[src/rtl/seq_pattern_tx_pkg.sv]
// rtl/seq_pattern_tx_pkg.sv - shared state type and default constants for seq_pattern_tx
package seq_pattern_tx_pkg;

    typedef enum logic [1:0] {
        ST_IDLE = 2'd0,
        ST_SEND = 2'd1,
        ST_GAP  = 2'd2,
        ST_DONE = 2'd3
    } state_e;

    localparam int DEF_WIDTH   = 4;
    localparam int DEF_GAP_LEN = 2;
    localparam int DEF_RPT_W   = 4;

    localparam logic [3:0] TEST_PATTERN = 4'b1101;

endpackage

[src/rtl/seq_pattern_tx_piso.sv]
// rtl/seq_pattern_tx_piso.sv - parallel-load, shift-left, MSB-out register
module piso_shift_reg #(
    parameter int WIDTH = 4
) (
    input  logic             clk_i,
    input  logic             rst_ni,
    input  logic             load_i,
    input  logic             shift_i,
    input  logic [WIDTH-1:0] data_i,
    output logic             msb_o
);

    logic [WIDTH-1:0] sr_q;

    // Load wins over shift so a frame reload on the last bit is never lost.
    always_ff @(posedge clk_i or negedge rst_ni) begin
        if (!rst_ni) begin
            sr_q <= '0;
        end else if (load_i) begin
            sr_q <= data_i;
        end else if (shift_i) begin
            sr_q <= {sr_q[WIDTH-2:0], 1'b0};
        end
    end

    assign msb_o = sr_q[WIDTH-1];

endmodule

[src/rtl/seq_pattern_tx.sv]
// rtl/seq_pattern_tx.sv - serial MSB-first pattern transmitter; SEQ_PATTERN_TX_REPEAT_EN adds repeats and gaps
module seq_pattern_tx
    import seq_pattern_tx_pkg::*;
#(
    parameter int WIDTH = DEF_WIDTH
`ifdef SEQ_PATTERN_TX_REPEAT_EN
    ,
    parameter int GAP_LEN = DEF_GAP_LEN,
    parameter int RPT_W   = DEF_RPT_W
`endif
) (
    input  logic             clk_i,
    input  logic             rst_ni,
    input  logic             start_valid_i,
    output logic             start_ready_o,
    input  logic [WIDTH-1:0] pattern_i,
`ifdef SEQ_PATTERN_TX_REPEAT_EN
    input  logic [RPT_W-1:0] repeat_i,
`endif
    output logic             dout_o,
    output logic             dout_valid_o,
    output logic             busy_o,
    output logic             done_o
);

    localparam int CW = $clog2(WIDTH);
    localparam logic [CW-1:0] CNT_MAX = CW'(WIDTH - 1);

    state_e          state_q;
    logic [CW-1:0]   bit_cnt_q;
    logic            start_ready_q;
    logic            busy_q;
    logic            done_q;
    logic            dout_valid_q;

    logic             hs;
    logic             sr_load;
    logic             sr_shift;
    logic [WIDTH-1:0] sr_data;
    logic             sr_msb;

`ifdef SEQ_PATTERN_TX_REPEAT_EN
    localparam int GW = (GAP_LEN > 1) ? $clog2(GAP_LEN) : 1;
    localparam logic [GW-1:0] GAP_MAX = GW'((GAP_LEN > 0) ? GAP_LEN - 1 : 0);

    logic [RPT_W-1:0] rpt_q;
    logic [GW-1:0]    gap_cnt_q;
    logic [WIDTH-1:0] pattern_q;
`endif

    assign hs = start_valid_i & start_ready_q;

    always_comb begin
        sr_load  = 1'b0;
        sr_shift = 1'b0;
        sr_data  = pattern_i;
        if (hs) begin
            sr_load = 1'b1;
        end else if (state_q == ST_SEND) begin
            sr_shift = 1'b1;
`ifdef SEQ_PATTERN_TX_REPEAT_EN
            // Reload from the latched word, not the live input, for repeats.
            if (bit_cnt_q == '0 && rpt_q != '0) begin
                sr_load = 1'b1;
                sr_data = pattern_q;
            end
`endif
        end
    end

    piso_shift_reg #(.WIDTH(WIDTH)) u_piso (
        .clk_i   (clk_i),
        .rst_ni  (rst_ni),
        .load_i  (sr_load),
        .shift_i (sr_shift),
        .data_i  (sr_data),
        .msb_o   (sr_msb)
    );

    always_ff @(posedge clk_i or negedge rst_ni) begin
        if (!rst_ni) begin
            state_q       <= ST_IDLE;
            bit_cnt_q     <= '0;
            start_ready_q <= 1'b1;
            busy_q        <= 1'b0;
            done_q        <= 1'b0;
            dout_valid_q  <= 1'b0;
`ifdef SEQ_PATTERN_TX_REPEAT_EN
            rpt_q         <= '0;
            gap_cnt_q     <= '0;
            pattern_q     <= '0;
`endif
        end else begin
            done_q <= 1'b0;
            case (state_q)
                ST_IDLE: begin
                    if (hs) begin
                        state_q       <= ST_SEND;
                        bit_cnt_q     <= CNT_MAX;
                        start_ready_q <= 1'b0;
                        busy_q        <= 1'b1;
                        dout_valid_q  <= 1'b1;
`ifdef SEQ_PATTERN_TX_REPEAT_EN
                        rpt_q         <= repeat_i;
                        pattern_q     <= pattern_i;
`endif
                    end
                end
                ST_SEND: begin
                    if (bit_cnt_q != '0) begin
                        bit_cnt_q <= bit_cnt_q - 1'b1;
`ifdef SEQ_PATTERN_TX_REPEAT_EN
                    end else if (rpt_q != '0) begin
                        rpt_q     <= rpt_q - 1'b1;
                        bit_cnt_q <= CNT_MAX;
                        if (GAP_LEN > 0) begin
                            state_q      <= ST_GAP;
                            gap_cnt_q    <= GAP_MAX;
                            dout_valid_q <= 1'b0;
                        end
`endif
                    end else begin
                        state_q      <= ST_DONE;
                        dout_valid_q <= 1'b0;
                        done_q       <= 1'b1;
                    end
                end
`ifdef SEQ_PATTERN_TX_REPEAT_EN
                ST_GAP: begin
                    gap_cnt_q <= gap_cnt_q - 1'b1;
                    if (gap_cnt_q == '0) begin
                        state_q      <= ST_SEND;
                        dout_valid_q <= 1'b1;
                    end
                end
`endif
                ST_DONE: begin
                    state_q       <= ST_IDLE;
                    busy_q        <= 1'b0;
                    start_ready_q <= 1'b1;
                end
                default: begin
                    state_q <= ST_IDLE;
                end
            endcase
        end
    end

    assign start_ready_o = start_ready_q;
    assign busy_o        = busy_q;
    assign done_o        = done_q;
    assign dout_valid_o  = dout_valid_q;
    assign dout_o        = dout_valid_q & sr_msb;

endmodule

[config.mk]
export PLATFORM = sky130hd
export DESIGN_NAME = seq_pattern_tx
export DESIGN_NICKNAME = d
export VERILOG_FILES = /design/src/rtl/seq_pattern_tx_pkg.sv /design/src/rtl/seq_pattern_tx_piso.sv /design/src/rtl/seq_pattern_tx.sv
export SDC_FILE = /design/constraint.sdc
export NUM_CORES = 1
export LEC_CHECK = 0
export ABC_AREA = 0
export CAP_MARGIN = 20
export CORE_MARGIN = 2
export CORE_UTILIZATION = 30
export CTS_BUF_LIST = sky130_fd_sc_hd__clkbuf_4 sky130_fd_sc_hd__clkbuf_8 sky130_fd_sc_hd__clkbuf_16
export CTS_CLUSTER_SIZE = 25
export DETAILED_ROUTE_END_ITERATION = 16
export GPL_TIMING_DRIVEN = 0
export PLACE_DENSITY = 0.6
export SETUP_SLACK_MARGIN = 0.05
export SKIP_LAST_GASP = 1
export SYNTH_ARGS = -nofsm -noshare
export SYNTH_HDL_FRONTEND = slang
export SYNTH_SLANG_ARGS = --single-unit
[constraint.sdc]
create_clock -name clk_i -period 1.66 [get_ports clk_i]
set_input_delay 0.332 -clock clk_i [delete_from_list [all_inputs] [get_ports clk_i]]
set_output_delay 0.332 -clock clk_i [all_outputs]
set_load 0.01 [all_outputs]
# Word-level counts from Yosys, hierarchy flattened
# Cells that the tools add are included.
dict set report totals {
  ff_bits 12
  input_bits 7
}
dict set report op_classes {
  n_reduce_logical 9
  n_addsub 1
  eq_ne 5
  muxes 19
  bitwise_logic 2
}
# operator n
set ops {}
lappend ops {{2-to-1 mux 1 bit} 8}
lappend ops {{2-to-1 mux 2 bit} 4}
lappend ops {{2-to-1 mux 4 bit} 2}
lappend ops {{one-hot mux 2 bit (2 select lines)} 2}
lappend ops {{nonzero test 2 bit} 4}
lappend ops {{one-hot mux 1 bit (2 select lines)} 3}
lappend ops {{AND reduction 3 bit} 2}
lappend ops {{inequality test 2 bit (second input constant)} 2}
lappend ops {{AND reduction 2 bit} 2}
lappend ops {{AND 1 bit} 2}
lappend ops {{equality test 2 x 1 -> 1 bit (second input constant)} 1}
lappend ops {{equality test 2 bit (second input constant)} 1}
lappend ops {{zero test 2 bit} 1}
lappend ops {{inequality test 2 x 1 -> 1 bit (second input constant)} 1}
lappend ops {{subtractor 2 x 1 -> 2 bit (second input constant)} 1}

# Depth between registers and ports, before layout
dict set report logic_depth {
  depth_word 5
  mapped_depth 5
  depth_no_buf 5
}

# Hierarchy
# A second synthesis with hierarchy kept.
dict set report unflattened {
  hier_cells 53
  hier_area_um2 579.3
}
# module seq_area_each_um2 cells_per_inst instances area_per_inst_um2
set modules_own_cells {}
lappend modules_own_cells {seq_pattern_tx 201.4 38 1 410.4}
lappend modules_own_cells {piso_shift_reg 100.1 15 1 168.9}

# Worst setup path after synthesis
# OpenSTA, ideal clock, no wires.
dict set report synth_path {
  path_kind {register to register}
  startpoint {register start_ready_q, in the netlist start_ready_o}
  endpoint {register u_piso.sr_q[0]}
  stages_incl_launch_ff 5
  path_buffers 1
  period_less_slack_ps 1176
  arrival_ps 1055
  setup_slack_ps 484
  required_time_ps 1539
  path_cell_list {dfstp_2 and2_1 buf_2 nor2_1 a22o_1}
}
dict set report synth_between {
  elab_chain_cells 3
}
# item line_no
set synth_rtl {}
lappend synth_rtl {{from (decl)} seq_pattern_tx.sv:31} ;# logic start_ready_q;
lappend synth_rtl {{from (signal assigned)} seq_pattern_tx.sv:84} ;# start_ready_q <= 1'b1;
lappend synth_rtl {{from (signal assigned)} seq_pattern_tx.sv:100} ;# start_ready_q <= 1'b0;
lappend synth_rtl {{from (signal assigned)} seq_pattern_tx.sv:140} ;# start_ready_q <= 1'b1;
lappend synth_rtl {{AND 1 bit *} seq_pattern_tx.sv:51} ;# assign hs = start_valid_i & start_ready_q;
lappend synth_rtl {{2-to-1 mux 1 bit} seq_pattern_tx.sv:57} ;# if (hs) begin
lappend synth_rtl {{2-to-1 mux 4 bit / nonzero test 2 bit (equally long branches)} --}
lappend synth_rtl {{to (signal assigned)} seq_pattern_tx_piso.sv:20} ;# sr_q <= data_i;
lappend synth_rtl {{to (signal assigned)} seq_pattern_tx_piso.sv:22} ;# sr_q <= {sr_q[WIDTH-2:0], 1'b0};
lappend synth_rtl {{to (decl)} seq_pattern_tx_piso.sv:13} ;# logic [WIDTH-1:0] sr_q;
# Mark *: on every way between the ends. The rest lies on a longest branch, timed or not.
# A chain may end at the register's enable or synchronous reset.

# Worst setup path in the final report
dict set report layout_path {
  startpoint {register busy_q, in the netlist busy_o}
  endpoint {output port busy_o}
}
# item line_no
set layout_rtl {}
lappend layout_rtl {{from (decl)} seq_pattern_tx.sv:32} ;# logic busy_q;
lappend layout_rtl {{from (signal assigned)} seq_pattern_tx.sv:85} ;# busy_q <= 1'b0;
lappend layout_rtl {{from (signal assigned)} seq_pattern_tx.sv:101} ;# busy_q <= 1'b1;
lappend layout_rtl {{from (signal assigned)} seq_pattern_tx.sv:139} ;# busy_q <= 1'b0;
lappend layout_rtl {{to (decl)} seq_pattern_tx.sv:22} ;# output logic busy_o,
# No word-level cell between the ends.

==> results.toml <==
[status]
outcome = "complete, no violations"

[die]
fp.dieW_um = 46.6
start_util = 0.316
die_area_sq_um = 2180
num_rows = 15
core-area_sq_um = 1730
ios = 12
fp.dieH_um = 46.6

[detailed_routing]
drcViolationCount = 0
via_per_inst = 4.43
drt_iter0_markers = 1
drt_wl_total_um = 999
vias = 403
first_pass_iters = 2
wl_per_cell_um = 11.0
ant_nets = 0

[clocking]
cts_htree_levels = 1
cts_buffers = 3
clockBufferDepth = 2
worst_skew_pair.late_latency_ns = 0.27
cts_tree = "done"
numClockSinks = 12
clkTransAtPathRegs_ns = 0.08
root_buffer = "clkbuf_4"
post_cts_hold_buffer_count = 0

[timing]
fin_crit_sh = 0.903
tightestPinTransition_ns = 0.539
fmax_ghz = 0.667
hold_violations = 0
setup_violations = 0
slew_headroom = 0.640
clock_skew_ns = 0.00731
setup-tns-final_ns = 0
slew_violations = 0
min_period_ns = 1.50
rsz0062_at_grt = "false"

[grt]
first_global_vias = 390
grt-ovfl-total = 0
track_usage = 0.122
grt_pass1_wl_mm = 1.75
antenna_found_initial = 0
grt_max_degree = 13

[synthesis]
synthDistinctLibCells = 22
synth_top_area_frac = 0.505
synth_area_leaders = "dfrtp_1 50%, mux2i_1 7.3%, dfstp_2 4.8%"
yosysWarnings = 0
seq_area_frac_synth = 0.553
synth_largest_area_cell = "dfrtp_1"
synth_fp_nets = 59
synth_cells = 50
synth.avg_cell_area_sq_um = 10.9
ys_ff_latch = 12
netlist_area_sq_um = 546

[setup_path]
critPathKind = "flip-flop to primary output"
worstPathMaxFanout = 3
slowest_delay_ns = 0.54
rrSetupSlack_ns = 0.45
path_buf_inv = 1
cp-end-kind = "primary output"
worstPathCellList = "clkdlybuf4s50_1"
cp.arrival_ns = 1.17
cp_top_family = "buffers and inverters"
crit_slowest_cell = "clkdlybuf4s50_1"
start_kind = "flip-flop"
worstPathRequired_ns = 1.33

[cells_and_area]
final_cell_mix = "11 x dfrtp_1, 9 x clkdlybuf4s50_1, 5 x inv_1"
drive_above_1_share = 0.136
finalCoreUtilization = 0.418
final_common_cell = "dfrtp_1"
nNetsFinal = 76
syn_to_final_growth_pct = 32.3
n_fill_cell = 176
antennaDiodeCount = 0

[power_and_ir_drop]
p_comb_frac = 0.425
power.switching_mw = 0.410
intPower_mw = 0.791
irDropWorstVdd_v = 0.000446
p_clk_frac = 0.172
p_seq_frac = 0.404
power.leakage_nw = 0.338
p_per_area_nw_per_um2 = 1660
swShare = 0.342

[flow_run]
maxCapViolCount = 0

[min_path]
hold_path.class = "input pin to async pin"

[place]
io_buffers = 11
gp_congestion = 0.695
hpwl_um = 731
## sequential cells by signal, indices dropped and copies added (netlist names)
signal and count:
busy_o 1, u_piso.sr_q 4, done_o 1, bit_cnt_q 2, state_q 2, start_ready_o 1, dout_valid_o 1
## per-layer routing
metal	vias to the layer above	routed length [um]	track usage
met5	-	0	0
met4	0	10	0.0944
met3	2	43	0.0353
met2	7	479	0.186
met1	190	465	0.141
li1	204	-	-
## synthesized netlist by cell type
master / number
a21oi_1: 3
a22o_1: 2
a2bb2oi_1: 1
a31oi_1: 1
and2_1: 2
and2_2: 1
buf_2: 1
buf_4: 1
dfrtp_1: 11
dfstp_2: 1
ha_1: 2
inv_1: 5
mux2i_1: 4
nand2_1: 3
nor2_1: 2
nor2b_1: 1
nor3_1: 1
o21a_1: 1
o21ai_0: 2
o21ai_1: 3
o22a_1: 1
o2bb2ai_1: 1
## timing repair
action / CTS / global route
setup buffers: 1 / 0
setup endpoints to repair: 2 / 0
resized for setup: 2 / 0
## cell type report
type / count / area [sq um] / area share
well taps: 25 / 31.3 / 0.0433
inverters: 5 / 18.8 / 0.0260
repair buffers: 12 / 115 / 0.159
clock buffers: 4 / 30.0 / 0.0416
plain buffers: 2 / 12.5 / 0.0173
multi-input cells: 31 / 213 / 0.295
flip-flops and latches: 12 / 302 / 0.418
## power by group through the flow
stage	clock network [mW]	logic [mW]	registers, mW
after global placement	0	0.493	0.490
after floorplan	0	0.331	0.491
after detailed placement	0	0.506	0.496
after CTS	0.213	0.514	0.486
final	0.206	0.510	0.485
after global routing	0.229	0.581	0.505
## kinds of logic after synthesis
logic type,synth area share
compound gates,0.179
mux,0.0734
flops,0.553
fa+ha+maj,0.0459
buf+inv,0.0573
simple gates,0.0917
## metrics by stage
stage / power [mW] / setup slack [ns] / hold slack [ns] / std cells / cell area, sq um
after CTS: 1.21 / 0.147 / 0.425 / 91 / 722
final: 1.20 / 0.161 / 0.407 / 91 / 722
after floorplan: 0.822 / 0.484 / 0.0364 / 50 / 546
after global placement: 0.983 / 0.159 / 0.488 / 86 / 687
after detailed placement: 1.00 / 0.156 / 0.484 / 86 / 687
after global routing: 1.32 / 0.110 / 0.447 / 91 / 722
## final timing paths
| check | depth (start not counted) | startpoint | to |
|---|---|---|---|
| max | 1 | busy_o | busy_o |
| min | 1 | rst_ni | u_piso.sr_q[3] |
| max reg2reg | 5 | bit_cnt_q[0] | bit_cnt_q[0] |
| min reg2reg | 1 | u_piso.sr_q[0] | u_piso.sr_q[0] |
| max in group asynchronous | 1 | rst_ni | start_ready_o |
| min in group clk_i | 1 | u_piso.sr_q[0] | u_piso.sr_q[0] |
No activity file was read; power rests on OpenSTA's default activity.
